--- config.mk ---
export PLATFORM = sky130hd
export DESIGN_NAME = ddr3_host_requester
export DESIGN_NICKNAME = d
export VERILOG_FILES = /design/src/rtl/ddr3_host_requester.sv
export SDC_FILE = /design/constraint.sdc
export NUM_CORES = 1
export LEC_CHECK = 0
export ABC_AREA = 1
export CORE_ASPECT_RATIO = 1.5
export CORE_MARGIN = 10
export CORE_UTILIZATION = 30
export CTS_CLUSTER_DIAMETER = 30
export DETAILED_ROUTE_END_ITERATION = 8
export GPL_ROUTABILITY_DRIVEN = 1
export PLACE_DENSITY = 0.52
export SLEW_MARGIN = 20
export SYNTH_ARGS = -nofsm -noshare
export SYNTH_HDL_FRONTEND = slang
export SYNTH_SLANG_ARGS = --single-unit
export TNS_END_PERCENT = 5
--- constraint.sdc ---
create_clock -name clk -period 3.5 [get_ports clk]
set_input_delay 1.05 -clock clk [delete_from_list [all_inputs] [get_ports clk]]
set_output_delay 1.05 -clock clk [all_outputs]
set_load 0.01 [all_outputs]
--- src/rtl/ddr3_host_requester.sv ---
// Traffic master for the DDR3 controller host port: writes a seeded pattern over
// num bursts, reads them back and checks every returned word in issue order.
module ddr3_host_requester #(
    parameter int unsigned ADDR_STEP = 8,
    parameter logic [15:0] SEED      = 16'hA5C3,
    parameter int unsigned MAX_OUT   = 16,
    parameter int unsigned TIMEOUT   = 4096,
    parameter logic [1:0]  SZ_VAL    = 2'b00,
    parameter logic [2:0]  OP_VAL    = 3'b000
) (
    input  logic        clk,
    input  logic        reset,
    input  logic        start,
    input  logic [25:0] base_addr,
    input  logic [15:0] num,
    input  logic        ready,
    input  logic        notfull,
    output logic [2:0]  cmd,
    output logic [25:0] addr,
    output logic [15:0] din,
    output logic [1:0]  sz,
    output logic [2:0]  op,
    input  logic        validout,
    input  logic [25:0] raddr,
    input  logic [15:0] dout,
    output logic        read,
    output logic        busy,
    output logic        done,
    output logic        pass,
    output logic [15:0] err_count,
    output logic [25:0] first_err_addr,
    output logic        timeout
);
    localparam logic [2:0] CMD_NOP = 3'b000;
    localparam logic [2:0] CMD_RD  = 3'b001;
    localparam logic [2:0] CMD_WR  = 3'b010;
    localparam int OW = $clog2(MAX_OUT + 1);
    localparam int TW = $clog2(TIMEOUT + 1);

    typedef enum logic [2:0] {S_IDLE, S_WAIT_RDY, S_WRITE, S_READ, S_DRAIN, S_DONE} state_t;

    function automatic logic [25:0] addr_of(input logic [25:0] base, input logic [15:0] k);
        return base + 26'(k) * 26'(ADDR_STEP);
    endfunction

    function automatic logic [15:0] pat_of(input logic [25:0] a, input logic [15:0] k);
        return a[15:0] ^ SEED ^ {k[7:0], k[15:8]};
    endfunction

    state_t      state_q, state_d;
    logic [2:0]  cmd_q, cmd_d;
    logic [25:0] addr_q, addr_d;
    logic [15:0] din_q, din_d;
    logic [25:0] base_q, base_d;
    logic [15:0] num_q, num_d;
    logic [15:0] iss_q, iss_d;
    logic [15:0] ret_q, ret_d;
    logic [OW-1:0] out_q, out_d;
    logic [TW-1:0] tmo_q, tmo_d;
    logic [15:0] err_q, err_d;
    logic [25:0] ferr_q, ferr_d;
    logic        tflag_q, tflag_d;

    logic        acc, pop;
    logic [25:0] exp_addr;
    logic [15:0] exp_data;

    assign acc      = (cmd_q != CMD_NOP) && notfull;
    assign read     = validout && reset && (state_q == S_READ || state_q == S_DRAIN);
    assign pop      = read;
    assign exp_addr = addr_of(base_q, ret_q);
    assign exp_data = pat_of(exp_addr, ret_q);

    always_comb begin
        state_d = state_q;
        cmd_d   = cmd_q;
        addr_d  = addr_q;
        din_d   = din_q;
        base_d  = base_q;
        num_d   = num_q;
        iss_d   = iss_q;
        ret_d   = ret_q;
        out_d   = out_q;
        tmo_d   = tmo_q;
        err_d   = err_q;
        ferr_d  = ferr_q;
        tflag_d = tflag_q;

        // Returns arrive in issue order, so the returned count indexes the expected entry.
        if (pop) begin
            if (raddr != exp_addr || dout != exp_data) begin
                if (err_q != 16'hFFFF) err_d = err_q + 16'd1;
                if (err_q == 16'd0) ferr_d = raddr;
            end
            ret_d = ret_q + 16'd1;
        end

        case (state_q)
            S_IDLE, S_DONE: begin
                if (start) begin
                    base_d  = base_addr;
                    num_d   = num;
                    err_d   = '0;
                    ferr_d  = '0;
                    tflag_d = 1'b0;
                    iss_d   = '0;
                    ret_d   = '0;
                    out_d   = '0;
                    tmo_d   = '0;
                    state_d = (num == 16'd0) ? S_DONE : S_WAIT_RDY;
                end
            end
            S_WAIT_RDY: begin
                if (ready) state_d = S_WRITE;
            end
            S_WRITE: begin
                if (acc) iss_d = iss_q + 16'd1;
                // A pending command is held unchanged until the controller takes it.
                if (cmd_q == CMD_NOP || acc) begin
                    cmd_d = CMD_NOP;
                    if (iss_d == num_q) begin
                        state_d = S_READ;
                        iss_d   = '0;
                    end else if (notfull) begin
                        cmd_d  = CMD_WR;
                        addr_d = addr_of(base_q, iss_d);
                        din_d  = pat_of(addr_d, iss_d);
                    end
                end
            end
            S_READ: begin
                if (acc) iss_d = iss_q + 16'd1;
                if (acc && !pop)
                    out_d = out_q + OW'(1);
                else if (!acc && pop && out_q != '0)
                    out_d = out_q - OW'(1);
                if (cmd_q == CMD_NOP || acc) begin
                    cmd_d = CMD_NOP;
                    if (iss_d == num_q) begin
                        state_d = S_DRAIN;
                        tmo_d   = '0;
                    end else if (notfull && out_d < OW'(MAX_OUT)) begin
                        cmd_d  = CMD_RD;
                        addr_d = addr_of(base_q, iss_d);
                        din_d  = '0;
                    end
                end
            end
            S_DRAIN: begin
                if (pop) begin
                    tmo_d = '0;
                    if (ret_d == num_q) state_d = S_DONE;
                end else if (tmo_q == TW'(TIMEOUT - 1)) begin
                    tflag_d = 1'b1;
                    state_d = S_DONE;
                end else begin
                    tmo_d = tmo_q + TW'(1);
                end
            end
            default: state_d = S_IDLE;
        endcase
    end

    always_ff @(posedge clk) begin
        if (!reset) begin
            state_q <= S_IDLE;
            cmd_q   <= CMD_NOP;
            addr_q  <= '0;
            din_q   <= '0;
            base_q  <= '0;
            num_q   <= '0;
            iss_q   <= '0;
            ret_q   <= '0;
            out_q   <= '0;
            tmo_q   <= '0;
            err_q   <= '0;
            ferr_q  <= '0;
            tflag_q <= 1'b0;
        end else begin
            state_q <= state_d;
            cmd_q   <= cmd_d;
            addr_q  <= addr_d;
            din_q   <= din_d;
            base_q  <= base_d;
            num_q   <= num_d;
            iss_q   <= iss_d;
            ret_q   <= ret_d;
            out_q   <= out_d;
            tmo_q   <= tmo_d;
            err_q   <= err_d;
            ferr_q  <= ferr_d;
            tflag_q <= tflag_d;
        end
    end

    assign cmd            = cmd_q;
    assign addr           = addr_q;
    assign din            = din_q;
    assign sz             = SZ_VAL;
    assign op             = OP_VAL;
    assign busy           = (state_q != S_IDLE) && (state_q != S_DONE);
    assign done           = (state_q == S_DONE);
    assign pass           = done && (err_q == 16'd0) && !tflag_q;
    assign err_count      = err_q;
    assign first_err_addr = ferr_q;
    assign timeout        = tflag_q;

endmodule
==> impl_metrics.json <==
{
  "syn-cell-area_um2": 13400,
  "clk_latency_ps": 460,
  "period_minus_slack_ps": 3380,
  "pwr-share-comb_pct": 51.1,
  "hold_end": "tmo_q[12]$_SDFFE_PN0P_",
  "slew_viol_final": 0,
  "powerDensity_nw_per_um2": 571,
  "ys_ff_latch": 182,
  "p_int_uw": 5680,
  "gp_congestion": 0.956,
  "synth_edf_count": 0,
  "dp_cells": 3097,
  "synth_top_area_cell": "dfxtp_1",
  "p_leak_uw": 0.00814,
  "yosysUniqueCellTypes": 52,
  "ff2ff_path_depth": 22,
  "final_hold_viol_count": 0,
  "cap_viol_max_count": 0,
  "fin_nets": 2676,
  "setup_violations": 0,
  "syn_avg_cell_area_um2": 6.00,
  "track_usage_pct": 19.7,
  "synth_commonest_cells": "nand2_1, inv_1, nor2_1, nand3_1, dfxtp_1",
  "vias": 14800,
  "worst_path_max_delay_cell": "clkdlybuf4s50_1",
  "yosysSeqAreaShare_pct": 27.2,
  "dr.pass1.iters": 5,
  "fp.dieH_um": 279,
  "r2r_slack_ps": 330,
  "worstPathArrival_ps": 2330,
  "grt_pass1_wl_um": 81600,
  "cts_tree": "yes",
  "rr_startpoint": "base_q[3]$_SDFFE_PN0P_",
  "synthTopCellsByArea": "dfxtp_1, nand2_1, inv_1",
  "netSwitchingPower_uw": 4430,
  "antenna_found_initial": 3,
  "row_count": 94,
  "final.period_utilization_pct": 96.6,
  "drt_drc_violations_left": 0,
  "synthArstFlopShare_pct": 0,
  "viasPerCell": 4.72,
  "power_frac_seq_pct": 28.5,
  "tightest_slew_ps": 754,
  "instances_no_fill": 3136,
  "synth_top_area_share_pct": 27.2,
  "grt_setup_unrepaired": "no",
  "synth.most_common_cell": "nand2_1",
  "clk_pin_slew_ps": 80,
  "antenna_left": 0,
  "drtIter0Drc": 858,
  "gr-total-overflow": 0,
  "synthCells": 2229,
  "num_io_pins": 187,
  "critPathCaptureType": "output port",
  "h-tree-depth": 4,
  "p_sw_share_pct": 43.8,
  "grt_max_degree": 97,
  "syn_to_final_growth_pct": 32.3,
  "hold_path_startpoint": "tmo_q[12]$_SDFFE_PN0P_",
  "critPathTopFamily": "buffers and inverters",
  "irDropWorstVdd_mv": 0.361,
  "drive_above_1_share_pct": 11.3,
  "relSlewSlack_pct": 49.3,
  "cts_root_buf": "clkbuf_16",
  "critical_path_buf_inv_count": 5,
  "wl_per_cell_um": 17.0,
  "fin_skew_ps": 14.0,
  "synth-warning-count": 0,
  "cp_common_cell": "buf_4",
  "filler_cell_count": 4769,
  "grt_pass1_vias": 14500,
  "initial_core_util_pct": 30.4,
  "wl_um": 53300,
  "p_clk_share_pct": 20.4,
  "max_freq_mhz": 296,
  "hpwl_um": 44000,
  "die-width_um": 192,
  "portBuffers": 180,
  "max_stage_delay_ps": 450,
  "worstPathMaxFanout": 15,
  "start_kind": "input pin",
  "coreArea_um2": 44000,
  "fin_setup_tns_ps": 0,
  "crit_chain": "clkdlybuf4s50_1 > nand2_1 > inv_1 > nand2_2 > clkinv_4 > buf_4 > buf_4",
  "worstHoldPathCells": 2,
  "total_power_uw": 10100,
  "critPathRequiredTime_ps": 2450,
  "ctsHoldBuffers": 0,
  "clockBufferDepth": 2,
  "ys.flop_type": "dfxtp_1",
  "critPathKind": "input pin to output port",
  "status": "finished, final reports clean",
  "cts_buffers": 17,
  "cts_sinks": 182,
  "die_area_um2": 53600,
  "min_path_type": "register to register",
  "r2r-end": "err_count[2]$_SDFF_PN0_"
}
-- final cells by class --
cell class | count | area, um^2 | share of cell area, %
Sequential cell | 182 | 3650 | 20.6
Clock buffer | 23 | 488 | 2.76
Clock inverter | 9 | 116 | 0.657
Timing Repair Buffer | 361 | 3250 | 18.4
Tap cell | 576 | 721 | 4.07
Antenna cell | 2 | 5.00 | 0.0283
Multi-Input combinational cell | 1665 | 8280 | 46.7
Inverter | 318 | 1200 | 6.78
-- metal layers --
metal  part of all wire, %  vias to the layer above  GRT usage (%)
met4                   4.5                        0           9.27
met5                     0                        -              0
li1                      -                     7691              -
met2                    51                      300           35.9
met3                   3.9                       79           2.80
met1                    41                     6746           21.7
-- through the flow --
stage / instance area, um^2 / hold WS, ps / setup slack (ps) / util [%]
after floorplan: 13400 / 432 / 16.0 / -
after global placement: 17000 / 444 / -527 / 38.6
after detailed placement: 17000 / 447 / -584 / 38.6
after CTS: 17600 / 462 / 9.56 / 40.0
after global routing: 17700 / 498 / 1.85 / 40.2
final: 17700 / 455 / 118 / 40.2
-- power groups by stage --
stage	registers [uW]	clock network [uW]	logic (uW)
2_1_floorplan	2850	0	3070
3_3_place_gp	2920	0	5110
6_report	2880	2070	5160
3_5_place_dp	2920	0	5130
4_1_cts	2880	2120	5170
5_1_grt	2930	2190	5760
-- tightest hold or removal path, delay by kind of cell, from the launching register on --
kind | cells | cell delay (ps)
flip-flops | 1 | 320
AND/OR/NAND/NOR | 1 | 70
buffers and inverters | 1 | 30
-- state kept, by name (all words and copies together), names as in the netlist, 3 cells and up --
name and flops:
tmo_q 13, ret_q 16, base_q 26, err_count 16, din 16, out_q 5, first_err_addr 26, num_q 16
state_q 3, iss_q 16, addr 26
-- how the worst max path moves through the flow --
stage	slack, ps	depth (start not counted)	start	endpoint
floorplan	20	21	notfull	din[15]$_SDFFE_PN0P_
global placement	-530	20	notfull	addr[24]$_SDFFE_PN0P_
detailed placement	-580	20	notfull	addr[24]$_SDFFE_PN0P_
CTS	10	7	err_count[0]$_SDFF_PN0_	pass
global route	2	8	state_q[2]$_SDFFE_PN0P_	busy
finish	120	7	validout	read
-- placed cells by master, fill, tap and decap left out, types with 4 or more instances in the layout --
| cell type | n |
|---|---|
| clkdlybuf4s50_1 | 176 |
| nand3_2 | 15 |
| a21oi_1 | 129 |
| nand3_1 | 211 |
| buf_12 | 8 |
| nand2_2 | 12 |
| nor2_1 | 306 |
| clkbuf_8 | 4 |
| xor2_2 | 4 |
| xnor2_1 | 19 |
| dfxtp_1 | 180 |
| nand2_1 | 616 |
| conb_1 | 6 |
| buf_4 | 174 |
| nor3_1 | 20 |
| o21ai_0 | 105 |
| nor3b_1 | 4 |
| clkbuf_16 | 17 |
| xor2_1 | 49 |
| nor2_4 | 7 |
| clkinv_4 | 4 |
| nand3b_1 | 19 |
| ha_1 | 36 |
| inv_2 | 5 |
| nand4_1 | 36 |
| or2_2 | 7 |
| o211ai_1 | 4 |
| inv_1 | 311 |
| nor4_1 | 9 |
| o21ai_1 | 9 |
-- cells by family (layout without fill, tap and decap cells) --
group | Yosys count | in the layout | synth area share, %
flops | 182 | 182 | 27.2
fa+ha+maj | 41 | 41 | 3.95
simple gates | 1274 | 1274 | 41.0
compound gates | 269 | 269 | 10.6
xor+xnor | 75 | 75 | 5.39
buf+inv | 387 | 711 | 11.8
other cells | 1 | 8 | 0.0280
-- repair_timing --
action	4_1_cts	5_1_grt
pin swaps	2	4
setup endpoints to repair	17	53
buffers inserted	3	2
resized for setup	8	25
Note: power is estimated with default switching activity, not from simulation.
